==> src/rtl/sgpio_target_framer.sv <==
// SGPIO target framer: deserialises the master's SDataOut stream into a
// frame-wide parallel word, checks the length of each frame, and publishes
// the word only after LOCK_FRAMES good frames in a row. Local status is
// shifted back to the master on SDataIn, LSB first, one cycle behind input.
module sgpio_target_framer #(
    parameter int NUM_DRIVES     = 4,
    parameter int BITS_PER_DRIVE = 3,
    parameter int LOCK_FRAMES    = 2,
    parameter int CLEAR_ON_LOSS  = 1
) (
    input  logic                                 iClk,
    input  logic                                 iRst,
    input  logic                                 iLoad,
    input  logic                                 iSData,
    input  logic [NUM_DRIVES*BITS_PER_DRIVE-1:0] iPData,
    output logic                                 oSData,
    output logic [NUM_DRIVES*BITS_PER_DRIVE-1:0] oPData,
    output logic                                 oFrameValid,
    output logic                                 oFrameErr,
    output logic                                 oLocked,
    output logic [7:0]                           oErrCnt
);

    localparam int FB = NUM_DRIVES * BITS_PER_DRIVE;
    // Counter reaches FB+1 so an over-long frame stays distinguishable from a good one.
    localparam int CW = $clog2(FB + 2);

    typedef enum logic [1:0] {
        HUNT   = 2'd0,
        SYNC   = 2'd1,
        LOCKED = 2'd2
    } state_t;

    state_t          state_q;
    logic [3:0]      good_q;
    logic [CW-1:0]   bit_cnt_q;
    logic [FB-1:0]   acc_q;
    logic [FB-1:0]   acc_d;
    logic [FB-1:0]   tx_q;
    logic [FB-1:0]   tx_shift;
    logic [CW-1:0]   tx_cnt_q;
    logic            sdata_q;
    logic [FB-1:0]   pdata_q;
    logic            fv_q;
    logic            fe_q;
    logic [7:0]      err_q;
    logic            frame_good;

    function automatic logic [7:0] sat_inc8(input logic [7:0] v);
        return (v == 8'hFF) ? v : v + 8'd1;
    endfunction

    // A frame is good only when exactly FB bits were seen since the last load.
    assign frame_good = (bit_cnt_q == CW'(FB));
    assign tx_shift   = tx_q >> tx_cnt_q;

    // Next accumulator: the load cycle writes bit 0, later cycles fill bit rBitCnt.
    always_comb begin
        acc_d = acc_q;
        if (iLoad) begin
            acc_d[0] = iSData;
        end else begin
            for (int i = 0; i < FB; i++) begin
                if (bit_cnt_q == CW'(i)) begin
                    acc_d[i] = iSData;
                end
            end
        end
    end

    // Receive shift storage; publish reads acc_q before this edge overwrites bit 0.
    always_ff @(posedge iClk) begin
        acc_q <= acc_d;
    end

    // Receive bit counter, restarted by iLoad and saturating one past a full frame.
    always_ff @(posedge iClk) begin
        if (iRst) begin
            bit_cnt_q <= '0;
        end else if (iLoad) begin
            bit_cnt_q <= CW'(1);
        end else if (bit_cnt_q < CW'(FB + 1)) begin
            bit_cnt_q <= bit_cnt_q + CW'(1);
        end
    end

    // Lock state machine with registered publish/error outputs, evaluated on frame close.
    always_ff @(posedge iClk) begin
        if (iRst) begin
            state_q <= HUNT;
            good_q  <= '0;
            pdata_q <= '0;
            fv_q    <= 1'b0;
            fe_q    <= 1'b0;
            err_q   <= '0;
        end else begin
            fv_q <= 1'b0;
            fe_q <= 1'b0;
            if (iLoad) begin
                case (state_q)
                    HUNT: begin
                        state_q <= SYNC;
                        good_q  <= '0;
                    end
                    SYNC: begin
                        if (frame_good) begin
                            if (({1'b0, good_q} + 5'd1) == 5'(LOCK_FRAMES)) begin
                                state_q <= LOCKED;
                                good_q  <= '0;
                                pdata_q <= acc_q;
                                fv_q    <= 1'b1;
                            end else begin
                                good_q <= good_q + 4'd1;
                            end
                        end else begin
                            good_q <= '0;
                            fe_q   <= 1'b1;
                            err_q  <= sat_inc8(err_q);
                        end
                    end
                    LOCKED: begin
                        if (frame_good) begin
                            pdata_q <= acc_q;
                            fv_q    <= 1'b1;
                        end else begin
                            state_q <= SYNC;
                            good_q  <= '0;
                            fe_q    <= 1'b1;
                            err_q   <= sat_inc8(err_q);
                            if (CLEAR_ON_LOSS != 0) begin
                                pdata_q <= '0;
                            end
                        end
                    end
                    default: begin
                        state_q <= HUNT;
                        good_q  <= '0;
                    end
                endcase
            end
        end
    end

    // Capture local status at the load cycle for the return stream.
    always_ff @(posedge iClk) begin
        if (iLoad) begin
            tx_q <= iPData;
        end
    end

    // Return serialiser: bit 0 leaves at the load edge, bit k k cycles later, then zeros.
    always_ff @(posedge iClk) begin
        if (iRst) begin
            tx_cnt_q <= CW'(FB);
            sdata_q  <= 1'b0;
        end else if (iLoad) begin
            tx_cnt_q <= CW'(1);
            sdata_q  <= iPData[0];
        end else begin
            sdata_q <= (tx_cnt_q < CW'(FB)) ? tx_shift[0] : 1'b0;
            if (tx_cnt_q < CW'(FB)) begin
                tx_cnt_q <= tx_cnt_q + CW'(1);
            end
        end
    end

    assign oSData      = sdata_q;
    assign oPData      = pdata_q;
    assign oFrameValid = fv_q;
    assign oFrameErr   = fe_q;
    assign oLocked     = (state_q == LOCKED);
    assign oErrCnt     = err_q;

endmodule

==> config.mk <==
export PLATFORM = sky130hd
export DESIGN_NAME = sgpio_target_framer
export DESIGN_NICKNAME = d
export VERILOG_FILES = /design/src/rtl/sgpio_target_framer.sv
export SDC_FILE = /design/constraint.sdc
export NUM_CORES = 1
export LEC_CHECK = 0
export ABC_AREA = 1
export BUFFER_PORTS_ARGS = -buffer_cell sky130_fd_sc_hd__buf_2
export CAP_MARGIN = 15
export CORE_UTILIZATION = 35
export CTS_BUF_LIST = sky130_fd_sc_hd__clkbuf_8 sky130_fd_sc_hd__clkbuf_16
export DETAILED_ROUTE_END_ITERATION = 7
export RECOVER_POWER = 50
export SYNTH_ARGS = -nofsm -noshare
export SYNTH_HDL_FRONTEND = slang
export SYNTH_SLANG_ARGS = --single-unit
==> constraint.sdc <==
create_clock -name iClk -period 2 [get_ports iClk]
set_input_delay 0.1 -clock iClk [delete_from_list [all_inputs] [get_ports iClk]]
set_output_delay 0.1 -clock iClk [all_outputs]
set_load 0.01 [all_outputs]
# Word level (Yosys, flattened, before mapping)
# Index checks and enable logic that the tools add are counted.
[classes]
reduce_logical = 25
bitwise = 4
n_eq_ne = 19
addsub = 5
order_cmp = 2
shift = 1
mux = 25
[ops]
columns = ["operator", "count"]
rows = [
  ["2-to-1 mux 12 bit", 3],
  ["case mux 12 bit (2 select lines)", 1],
  ["AND reduction 2 bit", 12],
  ["== test 4 bit, second input constant", 5],
  ["2-to-1 mux 4 bit", 5],
  ["== test 4 x 3 -> 1 bit, second input constant", 4],
  ["adder 4 x 1 -> 4 bit, second input constant", 3],
  ["AND reduction 4 bit", 3],
  ["right shift 12 x 4 -> 1 bit", 1],
  ["2-to-1 mux 1 bit", 10],
  ["adder 8 x 1 -> 8 bit, second input constant", 1],
  ["== test 4 x 2 -> 1 bit, second input constant", 2],
  ["== test 8 bit, second input constant", 1],
  ["less-than comparator 4 bit, second input constant", 2],
  ["case mux 4 bit (2 select lines)", 1],
  ["nonzero test 2 bit", 4],
  ["2-to-1 mux 2 bit", 3],
  ["inequality test 2 bit, second input constant", 3],
  ["case mux 2 bit (3 select lines)", 1],
  ["OR reduction 2 bit", 3],
  ["adder 4 x 1 -> 5 bit, second input constant", 1],
  ["== test 5 x 2 -> 1 bit, second input constant", 1],
  ["== test 4 x 1 -> 1 bit, second input constant", 1],
  ["zero test 4 bit", 1],
  ["other kinds (6)", 9],
]
[word_totals]
register_bits = 61
inputBits = 16
word_cells = 105

# Depth between registers and ports, before layout
[logic_depth]
word_depth = 5
depth_mapped = 11
depth_no_buf = 10

# Worst setup path before layout
# No wires, ideal clock.
[synth_path]
path_type = "register -> register"
from = "register bit_cnt_q[0]"
to = "register pdata_q[0], in the netlist oPData[0]"
required_ps = 1885
setup_time_ps = 115
period_less_slack_ps = 1468
slack_ps = 532
stages_incl_launch_ff = 10
path_buffers = 1
arrival_time_ps = 1353
cell_sequence = "dfxtp_1 -> inv_1 -> ha_1 -> nand3_4 -> clkinv_4 -> nand3_4 -> nand2_4 -> buf_6 -> a21oi_1 -> nor2_1"
[synth_between]
elab_chain_len = 3
[synth_rtl]
columns = ["element", "line_no", "rtl"]
rows = [
  ["start: declaration", "36", "logic [CW-1:0] bit_cnt_q;"],
  ["start signal: assignment", "83", "bit_cnt_q <= bit_cnt_q + CW'(1);"],
  ["== test 4 bit *", "54", "assign frame_good = (bit_cnt_q == CW'(FB));"],
  ["inequality test 2 bit (no source line) or 2-to-1 mux 12 bit (tied branches)", "--", ""],
  ["AND reduction 4 bit (no source line) or case mux 12 bit (2 select lines) (tied branches)", "--", ""],
  ["end signal: assignment", "110", "pdata_q <= acc_q;"],
  ["end signal: assignment", "123", "pdata_q <= acc_q;"],
  ["end: declaration", "43", "logic [FB-1:0] pdata_q;"],
]
# Mark *: on every way between the ends. The rest lies on a longest branch, timed or not.
# A chain may end at the register's enable or synchronous reset.

# Final worst setup path
[layout_path]
from = "register state_q[0]"
to = "register pdata_q[5], in the netlist oPData[5]"
[layout_between]
elab_chain_len = 3
[layout_rtl]
columns = ["element", "line_no", "rtl"]
rows = [
  ["start: declaration", "34", "state_t state_q;"],
  ["start signal: assignment", "90", "state_q <= HUNT;"],
  ["start signal: assignment", "102", "state_q <= SYNC;"],
  ["start signal: assignment", "108", "state_q <= LOCKED;"],
  ["== test 2 x 1 -> 1 bit or == test 2 bit (tied branches)", "100", "case (state_q)"],
  ["inequality test 2 bit (no source line) or nonzero test 2 bit (tied branches)", "--", ""],
  ["AND reduction 4 bit (no source line)", "--", ""],
]
# Parallel ways exist; a longest one is shown, timed or not.

==> results.md <==
* Starting Density at 36.8%
* TritonCTS Buffers at 9
* Total GRT Usage at 13.9%
* Standard cell with the maximum stage delay on the critical path: sky130_fd_sc_hd__dfxtp_1
* List of cells traversed by the critical path: ha_1 > nor2_1 > nor2_4 > nand3_1 > nand2_1 > nor2_1
* Placed cell count at 468
* Power per cell area at 786 mW/mm^2
* Unrepaired setup endpoints after global routing: false
* Cell type group with the largest total delay on the critical path: simple AND/OR/NAND/NOR gates
* Type of element launching the critical path: flop
* Result of the run: completed
* Number of rows created at floorplan at 32
* Critical Path Sink Type: flop
* Setup TNS Final at 0 ps
* Ratio of final minimum period to clock period at 84.4%
* Final count of negative-setup-slack endpoints at 0
* Area grow syn2layout at 19.7%
* Share of final-layout standard cells stronger than drive strength 1 at 14.2%
* Routed length per placed instance at 10.7 um
* Post-synthesis register bit count at 61
* Peak per-stage delay on the critical path at 430 ps
* Post-detailed-route DRC marker count at 0
* Horizontal die dimension at 92.8 um
* First-pass GRT wire length at 9.33 mm
* Maximum number of pins on one net before global-route repair at 27
* Cell at the root of the clock tree: sky130_fd_sc_hd__clkbuf_8
* Worst-Margin Slew at 559 ps
* Detailed Route Iter0 Violations at 127
* Critical Path AT at 1930 ps
* Fmax at 593 MHz
* TritonRoute pass-1 iters at 4
* Clock tree from TritonCTS: built
* Max Slew Vio Count at 0
* Final estimated routing congestion in global placement at 0.790
* Final worst path period need at 1690 ps
* Half-perimeter wire length after detailed placement at 3.70 mm
* CTS-repair resized insts at 0
* Number of nets in the layout at 418
* Worst max-slew margin expressed relative to the limit at 62.7%
* Core area at 0.00785 sq mm
* I/O pins at 40
* Clock Pin Slew Worst Setup and Hold Paths at 70 ps
* Count of antenna-violating nets left after detailed routing at 0
* Deepest level of the CTS H-tree at 3
* FF-to-FF setup slack at 310 ps
* Latest clock arrival within the worst-skew pair at 350 ps
* Vert. Die Dim at 92.8 um
* Die Outline Area at 0.00862 sq mm
* Leakage at 0.00137 uW
* Antenna violations before repair at 0
* Antenna diodes at 0
* Sequential share of the synthesized area at 50.6%
* IO buf count at 39
* Via count of the first global-routing pass at 2,177
* Distinct cell type count after synthesis at 35
* Via density per instance at 4.58
* Clock sink count at 61
* Total via count after detailed routing at 2,271
* Post-synth design cell area at 0.00289 sq mm
* Yosys warns at 0
* Post-synthesis area per instance at 8.65 sq um
* Class of the tightest hold or removal check: input pin to flop
* Number of max-cap violations at 0
* Endpoints failing hold at 0
* WL final at 5.30 mm
* Maximum vdd drop at 0.000562 V
* Global-route congestion overflow total at 0
* Cell Count, Final, Fillers Out at 496
* Worst Path Max Fanout at 24
* Post-Route Skew at 9.22 ps
* Crit path top cell by count: sky130_fd_sc_hd__nor2_1
* Path type of the worst setup path: flop to flop
* Gate count of the mapped netlist at 334
* Post-Syn Nets at 363
* Largest buffer count on any clock path at 2
* WP buf/inv at 0
* Required @ worst endpoint at 2250 ps
cells in the final DEF (no fill, tap or decap), types with 2 or more instances in the layout:
| cell type | count |
|---|---|
| sky130_fd_sc_hd__nor2_1 | 43 |
| sky130_fd_sc_hd__dfxtp_1 | 37 |
| sky130_fd_sc_hd__clkinv_2 | 2 |
| sky130_fd_sc_hd__buf_2 | 19 |
| sky130_fd_sc_hd__inv_1 | 28 |
| sky130_fd_sc_hd__dlygate4sd3_1 | 12 |
| sky130_fd_sc_hd__nand2_2 | 3 |
| sky130_fd_sc_hd__a21oi_2 | 3 |
| sky130_fd_sc_hd__nand4_1 | 4 |
| sky130_fd_sc_hd__clkinv_4 | 2 |
| sky130_fd_sc_hd__xnor2_1 | 5 |
| sky130_fd_sc_hd__o21ai_0 | 14 |
| sky130_fd_sc_hd__a21oi_1 | 25 |
| sky130_fd_sc_hd__nand2_1 | 78 |
| sky130_fd_sc_hd__inv_2 | 3 |
| sky130_fd_sc_hd__nand3_1 | 21 |
| sky130_fd_sc_hd__nor3_1 | 2 |
| sky130_fd_sc_hd__ha_1 | 13 |
| sky130_fd_sc_hd__edfxtp_1 | 24 |
| sky130_fd_sc_hd__nor2_4 | 3 |
| sky130_fd_sc_hd__clkbuf_8 | 9 |
| sky130_fd_sc_hd__o211ai_1 | 2 |
| sky130_fd_sc_hd__inv_6 | 2 |
| sky130_fd_sc_hd__clkbuf_1 | 21 |
| sky130_fd_sc_hd__a31oi_1 | 2 |
| sky130_fd_sc_hd__nand3_4 | 2 |
| sky130_fd_sc_hd__nand2_4 | 2 |
report_power, final:
group          internal (uW)  switching, uW
Clock                    580            497
Sequential              1350           38.3
Combinational           98.6            153
Total                   2030            688
sequential cells by signal, summed over array words and instances (netlist names), 2 cells and up:
name	count
tx_cnt_q	4
tx_q	12
acc_q	12
oPData	12
good_q	4
oErrCnt	8
state_q	2
bit_cnt_q	4
cell families after synthesis:
family                   count (synthesis)  synth area share [%]
flip-flops                              61                  50.6
AND/OR/NAND/NOR                        160                  25.0
adder cells (fa/ha/maj)                 13                  5.63
AO/OA/AOI/OAI                           53                  10.8
XOR/XNOR                                 5                  1.52
buffers and inverters                   42                  6.50
routing by layer:
metal | global-route usage (%) | share of wire [%]
met1 | 15.6 | 44
met2 | 23.7 | 49
met3 | 4.60 | 4.9
met4 | 6.54 | 1.8
met5 | 0 | 0
timing repair:
action	CTS	global route
hold buffers	12	0
buffers inserted	0	0
endpoints found under the hold margin	13	0
path summary, 6_finish.rpt:
check	start	endpoint	depth (start not counted)
max	state_q[0]	oPData[5]	6
min	iRst	oErrCnt[5]	2
max reg2reg	state_q[0]	oPData[5]	6
min reg2reg	oPData[7]	oPData[7]	2
metrics by stage:
stage	hold slack (ps)	area (sq um)	utilization (%)	worst slack [ps]	power (uW)
global placement	276	3170	40.4	361	1650
floorplan	199	2890	-	532	1580
CTS	47.3	3480	44.4	309	2760
finish	59.1	3460	44.0	312	2720
global route	54.4	3460	44.0	105	2850
detailed placement	278	3170	40.4	338	1660
Yosys cell counts, drive strengths merged:
cell type / instances / share of area (%)
nand2: 83 / 12
nor2: 47 / 7.0
dfxtp: 37 / 26
inv: 31 / 4.0
a21oi: 29 / 5.8
edfxtp: 24 / 25
nand3: 24 / 5.2
o21ai: 15 / 2.6
ha: 13 / 5.6
buf: 6 / 1.6
xnor2: 5 / 1.5
nand4: 4 / 0.87
clkbuf: 3 / 0.39
a31oi: 2 / 0.43
clkinv: 2 / 0.43
nor3: 2 / 0.35
o211ai: 2 / 0.52
a21boi: 1 / 0.26
a221oi: 1 / 0.30
a22oi: 1 / 0.26
o211a: 1 / 0.35
o21bai: 1 / 0.26
final cells by class:
class | count | area [sq um]
multi-input cells | 231 | 1240
fillers | 824 | 4390
clock inverters | 7 | 73.8
flip-flops and latches | 61 | 1460
clock buffers | 9 | 124
inverters | 33 | 129
well taps | 102 | 128
repair buffers | 53 | 302
No activity file was read; power rests on OpenSTA's default activity.
